## src/rtl/op_dispatch_if.sv

```systemverilog
// Interface bundling the register-block request side, the engine handshake
// and the status bits of the operation dispatcher. The dispatcher takes the
// master view; the register block / engine side takes the slave view.
interface op_dispatch_if;
    // request capture from the register block
    logic        csr_op_en;
    logic [7:0]  csr_op_cmd;
    logic [7:0]  csr_op_param;
    logic [7:0]  csr_op_length;
    logic [11:0] csr_op_left;
    logic [11:0] csr_op_right;
    logic [11:0] csr_op_top;
    logic [11:0] csr_op_bottom;
    logic        op_flush;

    // engine handshake
    logic        op_valid;
    logic        op_ready;
    logic [7:0]  op_cmd;
    logic [7:0]  op_param;
    logic [7:0]  op_length;
    logic [11:0] op_left;
    logic [11:0] op_right;
    logic [11:0] op_top;
    logic [11:0] op_bottom;
    logic        op_done;

    // status
    logic        op_busy;
    logic        op_queue;
    logic        op_full;
    logic        op_overflow;

    modport master (
        input  csr_op_en, csr_op_cmd, csr_op_param, csr_op_length,
        input  csr_op_left, csr_op_right, csr_op_top, csr_op_bottom,
        input  op_flush, op_ready, op_done,
        output op_valid, op_cmd, op_param, op_length,
        output op_left, op_right, op_top, op_bottom,
        output op_busy, op_queue, op_full, op_overflow
    );

    modport slave (
        output csr_op_en, csr_op_cmd, csr_op_param, csr_op_length,
        output csr_op_left, csr_op_right, csr_op_top, csr_op_bottom,
        output op_flush, op_ready, op_done,
        input  op_valid, op_cmd, op_param, op_length,
        input  op_left, op_right, op_top, op_bottom,
        input  op_busy, op_queue, op_full, op_overflow
    );
endinterface

```

## src/rtl/op_dispatch.sv

```systemverilog
// Operation dispatcher: queues descriptors written by the register block in a
// small FIFO and hands them one at a time to the region-operation engine.
// A single outstanding operation is tracked by a two-state busy FSM.
module op_dispatch #(
    parameter int DEPTH = 4,
    parameter int AW    = 2
) (
    input  logic      clk,
    input  logic      rst,
    op_dispatch_if.master bus
);

    typedef struct packed {
        logic [7:0]  cmd;
        logic [7:0]  param;
        logic [7:0]  length;
        logic [11:0] left;
        logic [11:0] right;
        logic [11:0] top;
        logic [11:0] bottom;
    } desc_t;

    typedef enum logic [0:0] {
        ST_IDLE = 1'b0,
        ST_BUSY = 1'b1
    } state_t;

    localparam logic [AW:0]   C_CNT_FULL = (AW+1)'(DEPTH);
    localparam logic [AW:0]   C_CNT_ZERO = {(AW+1){1'b0}};
    localparam logic [AW:0]   C_CNT_ONE  = (AW+1)'(1);
    localparam logic [AW-1:0] C_PTR_ONE  = AW'(1);

    // storage and queue state
    desc_t        r_mem [DEPTH];
    logic [AW-1:0] r_wr_ptr;
    logic [AW-1:0] r_rd_ptr;
    logic [AW:0]   r_count;
    logic          r_overflow;
    state_t        r_state;

    // next-state values
    logic [AW-1:0] w_wr_ptr_nxt;
    logic [AW-1:0] w_rd_ptr_nxt;
    logic [AW:0]   w_count_nxt;
    logic          w_overflow_nxt;
    state_t        w_state_nxt;

    // decoded control
    desc_t w_wr_desc;
    desc_t w_head;
    logic  w_queue;
    logic  w_full;
    logic  w_busy;
    logic  w_valid;
    logic  w_pop;
    logic  w_push;
    logic  w_drop;
    logic  w_flush;

    assign w_flush = bus.op_flush;
    assign w_queue = (r_count != C_CNT_ZERO);
    assign w_full  = (r_count == C_CNT_FULL);

    // Flush masks the offer so nothing is issued while the queue is dropped;
    // a push is accepted when full only if the head leaves in the same cycle.
    assign w_valid = w_queue && !w_busy && !w_flush;
    assign w_pop   = w_valid && bus.op_ready;
    assign w_push  = bus.csr_op_en && !w_flush && (!w_full || w_pop);
    assign w_drop  = bus.csr_op_en && !w_flush && w_full && !w_pop;

    assign w_wr_desc = '{
        cmd:    bus.csr_op_cmd,
        param:  bus.csr_op_param,
        length: bus.csr_op_length,
        left:   bus.csr_op_left,
        right:  bus.csr_op_right,
        top:    bus.csr_op_top,
        bottom: bus.csr_op_bottom
    };

    // Head entry is read asynchronously so the engine sees it in the offer cycle.
    assign w_head = r_mem[r_rd_ptr];

    // Descriptor array write; contents intentionally survive reset.
    always_ff @(posedge clk) begin
        if (w_push) begin
            r_mem[r_wr_ptr] <= w_wr_desc;
        end
    end

    // Next pointer, occupancy and sticky-overflow values; flush wins over push/pop.
    always_comb begin
        w_wr_ptr_nxt   = r_wr_ptr;
        w_rd_ptr_nxt   = r_rd_ptr;
        w_count_nxt    = r_count;
        w_overflow_nxt = r_overflow;
        if (w_flush) begin
            w_rd_ptr_nxt   = r_wr_ptr;
            w_count_nxt    = C_CNT_ZERO;
            w_overflow_nxt = 1'b0;
        end else begin
            if (w_push) begin
                w_wr_ptr_nxt = r_wr_ptr + C_PTR_ONE;
            end else begin
                w_wr_ptr_nxt = r_wr_ptr;
            end
            if (w_pop) begin
                w_rd_ptr_nxt = r_rd_ptr + C_PTR_ONE;
            end else begin
                w_rd_ptr_nxt = r_rd_ptr;
            end
            case ({w_push, w_pop})
                2'b10:   w_count_nxt = r_count + C_CNT_ONE;
                2'b01:   w_count_nxt = r_count - C_CNT_ONE;
                default: w_count_nxt = r_count;
            endcase
            if (w_drop) begin
                w_overflow_nxt = 1'b1;
            end else begin
                w_overflow_nxt = r_overflow;
            end
        end
    end

    // Queue state registers with synchronous reset.
    always_ff @(posedge clk) begin
        if (rst) begin
            r_wr_ptr   <= {AW{1'b0}};
            r_rd_ptr   <= {AW{1'b0}};
            r_count    <= C_CNT_ZERO;
            r_overflow <= 1'b0;
        end else begin
            r_wr_ptr   <= w_wr_ptr_nxt;
            r_rd_ptr   <= w_rd_ptr_nxt;
            r_count    <= w_count_nxt;
            r_overflow <= w_overflow_nxt;
        end
    end

    // Busy FSM state register; reset abandons any outstanding operation.
    always_ff @(posedge clk) begin
        if (rst) begin
            r_state <= ST_IDLE;
        end else begin
            r_state <= w_state_nxt;
        end
    end

    // Busy FSM next state: issue enters BUSY, op_done returns to IDLE.
    always_comb begin
        w_state_nxt = r_state;
        case (r_state)
            ST_IDLE: begin
                if (w_pop) begin
                    w_state_nxt = ST_BUSY;
                end else begin
                    w_state_nxt = ST_IDLE;
                end
            end
            ST_BUSY: begin
                if (bus.op_done) begin
                    w_state_nxt = ST_IDLE;
                end else begin
                    w_state_nxt = ST_BUSY;
                end
            end
            default: w_state_nxt = ST_IDLE;
        endcase
    end

    // Busy FSM output decode.
    always_comb begin
        w_busy = 1'b0;
        case (r_state)
            ST_IDLE: w_busy = 1'b0;
            ST_BUSY: w_busy = 1'b1;
            default: w_busy = 1'b0;
        endcase
    end

    assign bus.op_valid    = w_valid;
    assign bus.op_cmd      = w_head.cmd;
    assign bus.op_param    = w_head.param;
    assign bus.op_length   = w_head.length;
    assign bus.op_left     = w_head.left;
    assign bus.op_right    = w_head.right;
    assign bus.op_top      = w_head.top;
    assign bus.op_bottom   = w_head.bottom;
    assign bus.op_busy     = w_busy;
    assign bus.op_queue    = w_queue;
    assign bus.op_full     = w_full;
    assign bus.op_overflow = r_overflow;

endmodule

```

## src/flat_wrapper.sv

```systemverilog
// flat-port wrapper written by rule: the top's interface ports become plain ports
module op_dispatch_flat 
#(
    parameter int DEPTH = 4,
    parameter int AW    = 2
)
  (clk, rst, bus_csr_op_en, bus_csr_op_cmd, bus_csr_op_param, bus_csr_op_length, bus_csr_op_left, bus_csr_op_right, bus_csr_op_top, bus_csr_op_bottom, bus_op_flush, bus_op_ready, bus_op_done, bus_op_valid, bus_op_cmd, bus_op_param, bus_op_length, bus_op_left, bus_op_right, bus_op_top, bus_op_bottom, bus_op_busy, bus_op_queue, bus_op_full, bus_op_overflow);
  op_dispatch_if bus_i ();
  input  logic clk;
  input  logic rst;
  input wire logic [$bits(bus_i.csr_op_en)-1:0] bus_csr_op_en;
  input wire logic [$bits(bus_i.csr_op_cmd)-1:0] bus_csr_op_cmd;
  input wire logic [$bits(bus_i.csr_op_param)-1:0] bus_csr_op_param;
  input wire logic [$bits(bus_i.csr_op_length)-1:0] bus_csr_op_length;
  input wire logic [$bits(bus_i.csr_op_left)-1:0] bus_csr_op_left;
  input wire logic [$bits(bus_i.csr_op_right)-1:0] bus_csr_op_right;
  input wire logic [$bits(bus_i.csr_op_top)-1:0] bus_csr_op_top;
  input wire logic [$bits(bus_i.csr_op_bottom)-1:0] bus_csr_op_bottom;
  input wire logic [$bits(bus_i.op_flush)-1:0] bus_op_flush;
  input wire logic [$bits(bus_i.op_ready)-1:0] bus_op_ready;
  input wire logic [$bits(bus_i.op_done)-1:0] bus_op_done;
  output wire logic [$bits(bus_i.op_valid)-1:0] bus_op_valid;
  output wire logic [$bits(bus_i.op_cmd)-1:0] bus_op_cmd;
  output wire logic [$bits(bus_i.op_param)-1:0] bus_op_param;
  output wire logic [$bits(bus_i.op_length)-1:0] bus_op_length;
  output wire logic [$bits(bus_i.op_left)-1:0] bus_op_left;
  output wire logic [$bits(bus_i.op_right)-1:0] bus_op_right;
  output wire logic [$bits(bus_i.op_top)-1:0] bus_op_top;
  output wire logic [$bits(bus_i.op_bottom)-1:0] bus_op_bottom;
  output wire logic [$bits(bus_i.op_busy)-1:0] bus_op_busy;
  output wire logic [$bits(bus_i.op_queue)-1:0] bus_op_queue;
  output wire logic [$bits(bus_i.op_full)-1:0] bus_op_full;
  output wire logic [$bits(bus_i.op_overflow)-1:0] bus_op_overflow;
  assign bus_i.csr_op_en = bus_csr_op_en;
  assign bus_i.csr_op_cmd = bus_csr_op_cmd;
  assign bus_i.csr_op_param = bus_csr_op_param;
  assign bus_i.csr_op_length = bus_csr_op_length;
  assign bus_i.csr_op_left = bus_csr_op_left;
  assign bus_i.csr_op_right = bus_csr_op_right;
  assign bus_i.csr_op_top = bus_csr_op_top;
  assign bus_i.csr_op_bottom = bus_csr_op_bottom;
  assign bus_i.op_flush = bus_op_flush;
  assign bus_i.op_ready = bus_op_ready;
  assign bus_i.op_done = bus_op_done;
  assign bus_op_valid = bus_i.op_valid;
  assign bus_op_cmd = bus_i.op_cmd;
  assign bus_op_param = bus_i.op_param;
  assign bus_op_length = bus_i.op_length;
  assign bus_op_left = bus_i.op_left;
  assign bus_op_right = bus_i.op_right;
  assign bus_op_top = bus_i.op_top;
  assign bus_op_bottom = bus_i.op_bottom;
  assign bus_op_busy = bus_i.op_busy;
  assign bus_op_queue = bus_i.op_queue;
  assign bus_op_full = bus_i.op_full;
  assign bus_op_overflow = bus_i.op_overflow;
  op_dispatch #(.DEPTH(DEPTH), .AW(AW)) u_core (.clk(clk), .rst(rst), .bus(bus_i));
endmodule
```

## config.mk

```make
export PLATFORM = sky130hd
export DESIGN_NAME = op_dispatch_flat
export DESIGN_NICKNAME = d
export VERILOG_FILES = /design/src/rtl/op_dispatch_if.sv /design/src/rtl/op_dispatch.sv /design/src/flat_wrapper.sv
export SDC_FILE = /design/constraint.sdc
export NUM_CORES = 1
export LEC_CHECK = 0
export BUFFER_PORTS_ARGS = -buffer_cell sky130_fd_sc_hd__buf_2
export CAP_MARGIN = 20
export CORE_ASPECT_RATIO = 0.8
export CORE_MARGIN = 3
export CORE_UTILIZATION = 40
export DETAILED_ROUTE_END_ITERATION = 10
export PLACE_DENSITY = 0.66
export SYNTH_ARGS = -nofsm -noshare
export SYNTH_HDL_FRONTEND = slang
export SYNTH_SLANG_ARGS = --single-unit
```

## constraint.sdc

```tcl
create_clock -name clk -period 9 [get_ports clk]
set_input_delay 1.35 -clock clk [delete_from_list [all_inputs] [get_ports clk]]
set_output_delay 1.35 -clock clk [all_outputs]
set_load 0.02 [all_outputs]
```

==> flow_metrics.env, run 1 <==
export IMPL_run_status="finished clean"
export IMPL_ctsHtreeMaxLevel=1
export IMPL_grt_usage=0.139
export IMPL_p_int_mw=2.26
export IMPL_dpl_hpwl_um=12000
export IMPL_wire_per_inst_um=20.4
export IMPL_slew_violations=0
export IMPL_timing_final_crit_share=0.477
export IMPL_place_congestion=0.711
export IMPL_num_vias=5085
export IMPL_yosysTopAreaCell="edfxtp_1"
export IMPL_cts_hold_buf=0
export IMPL_port_buffer_count=154
export IMPL_core_area_um2=26700
export IMPL_grt_ovfl_total=0
export IMPL_fin_setup_tns_ns=0
export IMPL_cts_setup_buffers=0
export IMPL_ys_types=37
export IMPL_max_freq_ghz=0.233
export IMPL_syn2layout_area_growth_pct=19.7
export IMPL_rows=53
export IMPL_tightestPinTransition_ns=0.837
export IMPL_die_h_um=154
export IMPL_cts_tree="yes"
export IMPL_synth_area_top_cells="edfxtp_1 (79%), mux4_2 (15%), dfxtp_1 (2.0%), ha_1 (0.45%), buf_2 (0.41%)"
export IMPL_seq_area_frac_synth=0.806
export IMPL_crit_type="register to output port"
export IMPL_grt_pass1_vias=5531
export IMPL_synth_nets=528
export IMPL_cap_violations=0
export IMPL_avgSynthCellArea_um2=24.7
export IMPL_cp_cell_sequence="buf_4 > mux4_2 > buf_2"
export IMPL_fin_worst_skew_ns=0.0139
export IMPL_power_density_nw_per_um2=219
export IMPL_grt_max_degree=73
export IMPL_syn_inst=445
export IMPL_hp_class="register to register"
export IMPL_post_cts_resized=0
export IMPL_switchingPower_mw=0.619
export IMPL_cp_data_arrival_time_ns=2.95
export IMPL_max_clock_path_buffers=3
export IMPL_yosysTopAreaCellShare=0.786
export IMPL_rsz0062_at_grt="false"
export IMPL_slowest_delay_ns=0.78
export IMPL_routed_wl_um=20300
export IMPL_antenna_found_initial=5
export IMPL_timing_critical_path_to_type="output port"
export IMPL_pwr_share_clk=0.383
export IMPL_hold_viol_final=0
export IMPL_grt_pass1_wl_um=31800
export IMPL_synth_seq_cells=299
export IMPL_drc=0
export IMPL_dieArea_um2=29600
export IMPL_pwr_share_comb=0.072
export IMPL_root_buffer="clkbuf_16"
export IMPL_p_seq_frac=0.545
export IMPL_cp_start_kind="register"
export IMPL_cts_made_buffers=29
export IMPL_clk_pin_slew_ns=0.06
export IMPL_clk_latency_ns=0.54
export IMPL_crit_required_ns=7.65
export IMPL_ant_nets=0
export IMPL_place_inst=938
export IMPL_first_iter_violations=267
export IMPL_ir_drop_v=0.000149
export IMPL_cp_max_fo=40
export IMPL_fin_cells=997
export IMPL_cp_slowest_cell="dfxtp_4"
export IMPL_drive_gt1_frac=0.444
export IMPL_syn_area_um2=11000
export IMPL_leakage_nw=4.38
export IMPL_layout_min_cycle_time_ns=4.30
export IMPL_p_sw_frac=0.215
export IMPL_yosysWarnings=0
export IMPL_drt_pass1_iterations=4
export IMPL_die_w_um=191
export IMPL_vias_per_cell=5.10
export IMPL_slew_headroom=0.442
export IMPL_start_util=0.413
export IMPL_setup_violations=0
export IMPL_nets=700
export IMPL_io_pins=155
export IMPL_clock_sinks=299
==> cell families (layout without fill, tap and decap cells) <==
family	Yosys count	after routing	share of synthesized area
xor gates and xnor gates	3	3	0.00239
other	0	1	0
DFF	299	299	0.806
and+or+nand+nor	28	28	0.0169
adders and majority gates	5	5	0.00637
buffers and inverters	25	219	0.0102
AOI/OAI and AO/OA	10	10	0.00841
muxes	75	75	0.150
==> path summary, 6_finish.rpt <==
| path | start | cells past startpoint | slack, ns | to |
|---|---|---|---|---|
| setup / recovery | register | 3 | 4.70 | bus_op_bottom[6] |
| hold / removal | u_core.r_count[0] | 2 | 0.50 | u_core.r_count[0] |
| setup reg to reg | u_core.r_state | 4 | 6.71 | u_core.r_mem[1][68] |
| hold reg to reg | u_core.r_count[0] | 2 | 0.50 | u_core.r_count[0] |
==> power groups by stage <==
stage	Combinational (mW)	Sequential, mW	Clock [mW]
after floorplan	0.132	1.59	0
after global placement	0.196	1.61	0
after detailed placement	0.201	1.61	0
after CTS	0.201	1.58	1.14
after global routing	0.224	1.57	1.19
final	0.207	1.57	1.10
==> sequential cells by signal (all words and copies together), names as in the netlist, named ones only <==
name / count
u_core.r_rd_ptr: 2
u_core.r_wr_ptr: 2
u_core.r_state: 1
u_core.r_count: 3
u_core.r_mem: 288
u_core.bus.op_overflow: 1
==> layout make-up <==
class                           instances  area, um2
Fill cell                            2148      13500
Sequential cell                       299       8880
Multi-Input combinational cell        121       2040
Timing Repair Buffer                  160        916
Clock buffer                           34        744
Tap cell                              357        447
Clock inverter                         19        126
Inverter                                6       22.5
Antenna cell                            1       2.50
==> per-stage QoR <==
stage	total power, mW	worst slack [ns]	util	cell area (um2)	hold slack, ns
6_report	2.88	4.70	0.494	13200	0.497
5_1_grt	2.99	4.40	0.494	13200	0.529
4_1_cts	2.92	4.55	0.489	13000	0.496
3_5_place_dp	1.81	5.14	0.456	12200	0.487
3_3_place_gp	1.80	5.16	0.456	12200	0.481
2_1_floorplan	1.73	4.92	-	11000	0.470
==> Yosys cell counts <==
cell        n
a21oi_1     3
or2b_1      1
xor2_1      2
nand3_2     1
a311o_1     1
inv_1       5
mux2i_1     3
fa_1        1
xnor2_1     1
nor2_1      4
o211ai_2    1
clkbuf_1    9
mux4_2     72
and2_1      4
nand4_1     2
a21boi_2    1
nand2b_1    1
nand2_4     1
nor4b_1     1
or3_1       2
edfxtp_1  288
nor3b_2     2
nand2_1     3
buf_6       1
a21o_1      2
inv_2       1
a211oi_4    1
ha_1        4
nor3_1      1
dfxtp_1    11
nor3b_1     1
or4b_1      1
nor4_1      1
a41oi_1     1
buf_2       9
nand3b_1    1
nand3_1     1
==> cell usage in the layout (no fill, tap or decap), drive strengths merged, types with 8 or more instances in the layout <==
cell type,count
dfxtp,11
clkinv,16
edfxtp,288
clkbuf,34
buf,160
mux4,72
inv,8
==> layer usage <==
metal / wire length (um) / vias to the layer above / track usage
met5: 48 / - / 0
met4: 407 / 8 / 0.0265
met3: 1810 / 42 / 0.0465
met2: 9860 / 177 / 0.237
met1: 8180 / 2622 / 0.177
li1: - / 2236 / -
==> worst max-delay path, delay by kind of cell (launching register included) <==
kind / cells / cell delay (ns)
DFF: 1 / 0.78
buffers and inverters: 2 / 0.91
muxes: 1 / 0.63
(Power assumes the default switching activity.)
==> inputs of run 2 (changes only) <==
--- a/config.mk
+++ b/config.mk
@@ -11,7 +11,7 @@
 export CORE_MARGIN = 3
 export CORE_UTILIZATION = 40
 export DETAILED_ROUTE_END_ITERATION = 10
-export PLACE_DENSITY = 0.66
+export PLACE_DENSITY = 0.68
 export SYNTH_ARGS = -nofsm -noshare
 export SYNTH_HDL_FRONTEND = slang
 export SYNTH_SLANG_ARGS = --single-unit
==> constraint.sdc (replaced) <==
create_clock -name clk -period 3.8 [get_ports clk]
set_input_delay 0.57 -clock clk [delete_from_list [all_inputs] [get_ports clk]]
set_output_delay 0.57 -clock clk [all_outputs]
set_load 0.02 [all_outputs]
==> flow_metrics.env, run 2 (synthesis results as in run 1) <==
export IMPL_run_status="finished clean"
export IMPL_syn2layout_area_growth_pct=21.4
export IMPL_regArea_um2=8880
export IMPL_hold_slack_ns=0.236
export IMPL_mostFrequentLayoutCells="edfxtp_1 (288), buf_2 (154), mux4_2 (72)"
export IMPL_holdPathStages=1
export IMPL_crit_buf_inv=2
export IMPL_ir_drop_v=0.000315
export IMPL_nets=701
export IMPL_layout_commonest_cell="edfxtp_1"
export IMPL_rr_endpoint="u_core.r_mem[1][44]"
export IMPL_dpl_cell_area_um2=12300
export IMPL_multi_input_area_um2=2040
export IMPL_largest_reg_flops=288
export IMPL_cts_hold_buf=0
export IMPL_rows=53
export IMPL_cts_setup_buffers=0
export IMPL_setup_violations=0
export IMPL_leakage_nw=4.48
export IMPL_routed_wl_um=21200
export IMPL_fin_worst_skew_ns=0.0211
export IMPL_holdPathEnd="u_core.r_mem[1][38]"
export IMPL_timing_critical_path_to_type="output port"
export IMPL_wire_per_inst_um=21.3
export IMPL_dpl_hpwl_um=13000
export IMPL_antenna_found_initial=4
export IMPL_hp_start="bus_csr_op_left[2]"
export IMPL_cp_cell_sequence="buf_4 > mux4_2 > buf_2"
export IMPL_fin_area_um2=13400
export IMPL_crit_required_ns=3.23
export IMPL_cp_data_arrival_time_ns=2.42
export IMPL_grt_ovfl_total=0
export IMPL_cts_tree="yes"
export IMPL_grt_max_degree=73
export IMPL_core_area_um2=26700
export IMPL_vias_per_cell=5.15
export IMPL_ant_nets=0
export IMPL_die_w_um=191
export IMPL_hp_class="primary input to register"
export IMPL_dieArea_um2=29600
export IMPL_tightestPinTransition_ns=0.581
export IMPL_p_total_mw=7.40
export IMPL_num_vias=5133
export IMPL_die_h_um=154
export IMPL_worst_r2r_cell_count=4
export IMPL_start_util=0.413
export IMPL_cap_violations=0
export IMPL_max_freq_ghz=0.334
export IMPL_r2r_start="u_core.r_count[2]"
export IMPL_cp_top_family="flip-flops"
export IMPL_layout_min_cycle_time_ns=2.99
export IMPL_io_pins=155
export IMPL_cp_start_kind="register"
export IMPL_drc=0
export IMPL_slew_headroom=0.613
export IMPL_slew_violations=0
export IMPL_max_clock_path_buffers=3
export IMPL_r2r_slack_ns=1.44
export IMPL_drt_pass1_iterations=4
export IMPL_grt_pass1_vias=5575
export IMPL_top_regs="u_core.r_mem (288), u_core.r_count (3)"
export IMPL_clock_sinks=299
export IMPL_first_iter_violations=308
export IMPL_power_density_nw_per_um2=554
export IMPL_drive_gt1_frac=0.462
export IMPL_fin_setup_tns_ns=0
export IMPL_post_cts_resized=0
export IMPL_port_buffer_count=154
export IMPL_clk_pin_slew_ns=0.06
export IMPL_grt_usage=0.143
export IMPL_clk_latency_ns=0.55
export IMPL_rsz0062_at_grt="false"
export IMPL_hold_viol_final=0
export IMPL_place_congestion=0.788
export IMPL_ctsHtreeMaxLevel=1
export IMPL_regMostFlops="u_core.r_mem"
export IMPL_slowest_delay_ns=0.67
export IMPL_root_buffer="clkbuf_16"
export IMPL_cts_made_buffers=29
export IMPL_cp_max_fo=23
export IMPL_crit_type="register to output port"
export IMPL_cp_slowest_cell="dfxtp_4"
export IMPL_grt_pass1_wl_um=32700
export IMPL_fill_cells=2148
export IMPL_timing_final_crit_share=0.787
[run 2: worst max path at each step]
stage	from	slack [ns]	cells after the start	end
3_3_place_gp	bus_op_ready	1.29	5	u_core.r_mem[1][9]
3_5_place_dp	bus_op_ready	1.18	5	u_core.r_mem[2][3]
6_report	register	0.81	3	bus_op_top[6]
4_1_cts	register	0.72	3	bus_op_right[2]
2_1_floorplan	bus_op_flush	0.50	3	u_core.r_mem[1][0]
5_1_grt	register	0.61	3	bus_op_right[2]
[run 2: per-stage QoR]
step	cells	setup slack [ns]	utilization
floorplan	445	0.499	-
global placement	943	1.29	0.460
detailed placement	943	1.18	0.460
CTS	995	0.717	0.500
global route	996	0.614	0.501
finish	997	0.808	0.501
[run 2: report_power, final]
| group | internal, mW | total (mW) | switching [mW] |
|---|---|---|---|
| combinational | 0.207 | 0.499 | 0.293 |
| clock | 2.00 | 3.18 | 1.17 |
| sequential | 3.69 | 3.72 | 0.0322 |
| total | 5.90 | 7.40 | 1.50 |
[run 2: per-layer routing]
layer / share of wire / wire length (um) / vias to the layer above / track usage
met4: 0.019 / 403 / 8 / 0.0297
met3: 0.066 / 1410 / 40 / 0.0383
met5: 0.0017 / 37 / - / 0
li1: - / - / 2235 / -
met1: 0.45 / 9510 / 2663 / 0.206
met2: 0.46 / 9840 / 187 / 0.224
[run 2: worst reg2reg max path: cells and delay by family, from the launching register on]
family	cells	cell delay, ns
AOI/OAI and AO/OA	1	0.48
buffers and inverters	1	0.38
and+or+nand+nor	2	0.80
DFF	1	0.36
[run 2: final cells by class]
class,count,share of cell area
antenna,1,0.000187
clock buffer,30,0.0546
clock inverter,22,0.0257
inverter,6,0.00169
multi-input combinational,121,0.152
sequential,299,0.664
tap,357,0.0334
timing repair buffer,161,0.0678
==> inputs of run 3 (changes only) <==
==> constraint.sdc (replaced) <==
create_clock -name clk -period 2.65 [get_ports clk]
set_input_delay 0.3975 -clock clk [delete_from_list [all_inputs] [get_ports clk]]
set_output_delay 0.3975 -clock clk [all_outputs]
set_load 0.02 [all_outputs]
==> flow_metrics.env, run 3 (synthesis results as in run 1) <==
export IMPL_run_status="finished clean"
export IMPL_max_freq_ghz=0.414
export IMPL_cap_violations=0
export IMPL_core_area_um2=26700
export IMPL_drc=0
export IMPL_power_density_nw_per_um2=735
export IMPL_fin_worst_skew_ns=0.00716
export IMPL_tightestPinTransition_ns=0.461
export IMPL_dpl_hpwl_um=13000
export IMPL_cts_setup_buffers=0
export IMPL_finish_utilization=0.497
export IMPL_fin_cells=1003
export IMPL_hold_viol_final=0
export IMPL_root_buffer="clkbuf_16"
export IMPL_fill_cells=2172
export IMPL_rsz0062_at_grt="false"
export IMPL_grt_ovfl_total=0
export IMPL_timing_final_crit_share=0.911
export IMPL_antenna_found_initial=6
export IMPL_pwr_share_comb=0.075
export IMPL_layout_min_cycle_time_ns=2.41
export IMPL_wire_per_inst_um=20.5
export IMPL_timing_critical_path_to_type="output port"
export IMPL_multi_input_area_um2=2040
export IMPL_drt_pass1_iterations=4
export IMPL_drive_gt1_frac=0.450
export IMPL_p_sw_frac=0.209
export IMPL_clk_pin_slew_ns=0.07
export IMPL_ctsHtreeMaxLevel=1
export IMPL_fin_setup_tns_ns=0
export IMPL_ir_drop_v=0.000443
export IMPL_first_iter_violations=315
export IMPL_cts_hold_buf=0
export IMPL_nets=708
export IMPL_ant_nets=0
export IMPL_hp_class="primary input to register"
export IMPL_max_clock_path_buffers=3
export IMPL_cp_start_kind="register"
export IMPL_io_pins=155
export IMPL_grt_usage=0.140
export IMPL_regArea_um2=8880
export IMPL_port_buffer_count=154
export IMPL_leakage_nw=4.41
export IMPL_setup_violations=0
export IMPL_p_int_mw=7.71
export IMPL_top_regs="u_core.r_mem (288), u_core.r_count (3)"
export IMPL_routed_wl_um=20600
export IMPL_clk_latency_ns=0.52
export IMPL_switchingPower_mw=2.04
export IMPL_cp_max_fo=42
export IMPL_cts_tree="yes"
export IMPL_clock_sinks=299
export IMPL_grt_max_degree=43
export IMPL_vias_per_cell=5.07
export IMPL_rows=53
export IMPL_mostFrequentLayoutCells="edfxtp_1 (288), buf_2 (154), mux4_2 (72)"
export IMPL_layout_commonest_cell="edfxtp_1"
export IMPL_slew_headroom=0.693
export IMPL_slew_violations=0
export IMPL_insertedDiodeCount=0
export IMPL_pwr_share_clk=0.378
export IMPL_crit_type="register to output port"
export IMPL_cp_data_arrival_time_ns=2.02
export IMPL_num_vias=5081
export IMPL_place_congestion=0.769
export IMPL_die_w_um=191
export IMPL_grt_pass1_vias=5594
export IMPL_cts_made_buffers=28
export IMPL_regMostFlops="u_core.r_mem"
export IMPL_place_inst=952
export IMPL_grt_pass1_wl_um=32000
export IMPL_largest_reg_flops=288
export IMPL_post_cts_resized=0
export IMPL_crit_required_ns=2.25
export IMPL_syn2layout_area_growth_pct=20.4
export IMPL_start_util=0.413
export IMPL_die_h_um=154
export IMPL_p_seq_frac=0.547
export IMPL_dieArea_um2=29600
==> run 3: cell count changes in the layout (fill, tap and decap cells not counted), sizes merged <==
cell / change
clkbuf: +10
buf: +8
bufinv: -8
clkinv: -2
inv: -2
clkinvlp: +1
diode: -1
==> run 3: per-layer routing <==
metal,wire (um),global-route usage,up-vias
met3,1090,0.0313,37
met4,444,0.0300,10
li1,-,-,2254
met1,8880,0.193,2638
met5,51,0,-
met2,10100,0.231,142
==> run 3: power by group through the flow <==
stage          registers, mW  logic (mW)  clock network (mW)
4_1_cts                 5.33       0.748                3.80
3_3_place_gp            5.42       0.728                   0
3_5_place_dp            5.43       0.746                   0
5_1_grt                 5.33       0.787                4.00
2_1_floorplan           5.41       0.449                   0
6_report                5.33       0.733                3.68
==> run 3: worst max-delay path, cell delays in order, from the launching register on <==
cell     delay (ns)
dfxtp_4        0.37
buf_12         0.29
mux4_2         0.58
buf_2          0.18
==> run 3: path summary, 6_finish.rpt <==
kind / start / to / slack (ns) / cells past startpoint
max: register / bus_op_bottom[2] / 0.24 / 3
min: bus_csr_op_length[6] / u_core.r_mem[2][54] / 0.09 / 1
max reg2reg: u_core.r_count[2] / u_core.r_count[2] / 0.48 / 7
min reg2reg: u_core.r_count[1] / u_core.r_count[1] / 0.51 / 2
==> run 3: per-stage QoR <==
stage	setup slack, ns	power, mW	hold WS, ns	instance area (um2)
after CTS	0.186	9.88	0.0623	13300
after global routing	0.127	10.1	0.0649	13300
final	0.237	9.74	0.0885	13300
after global placement	0.510	6.15	0.481	12400
after floorplan	0.242	5.86	0.470	11000
after detailed placement	0.410	6.17	0.501	12400
==> run 3: final cells by class <==
cell class,instances,area share
sequential,299,0.670
multi-input combinational,121,0.154
timing repair buffer,169,0.0770
clock buffer,40,0.0579
tap,357,0.0337
clock inverter,11,0.00632
inverter,6,0.00170
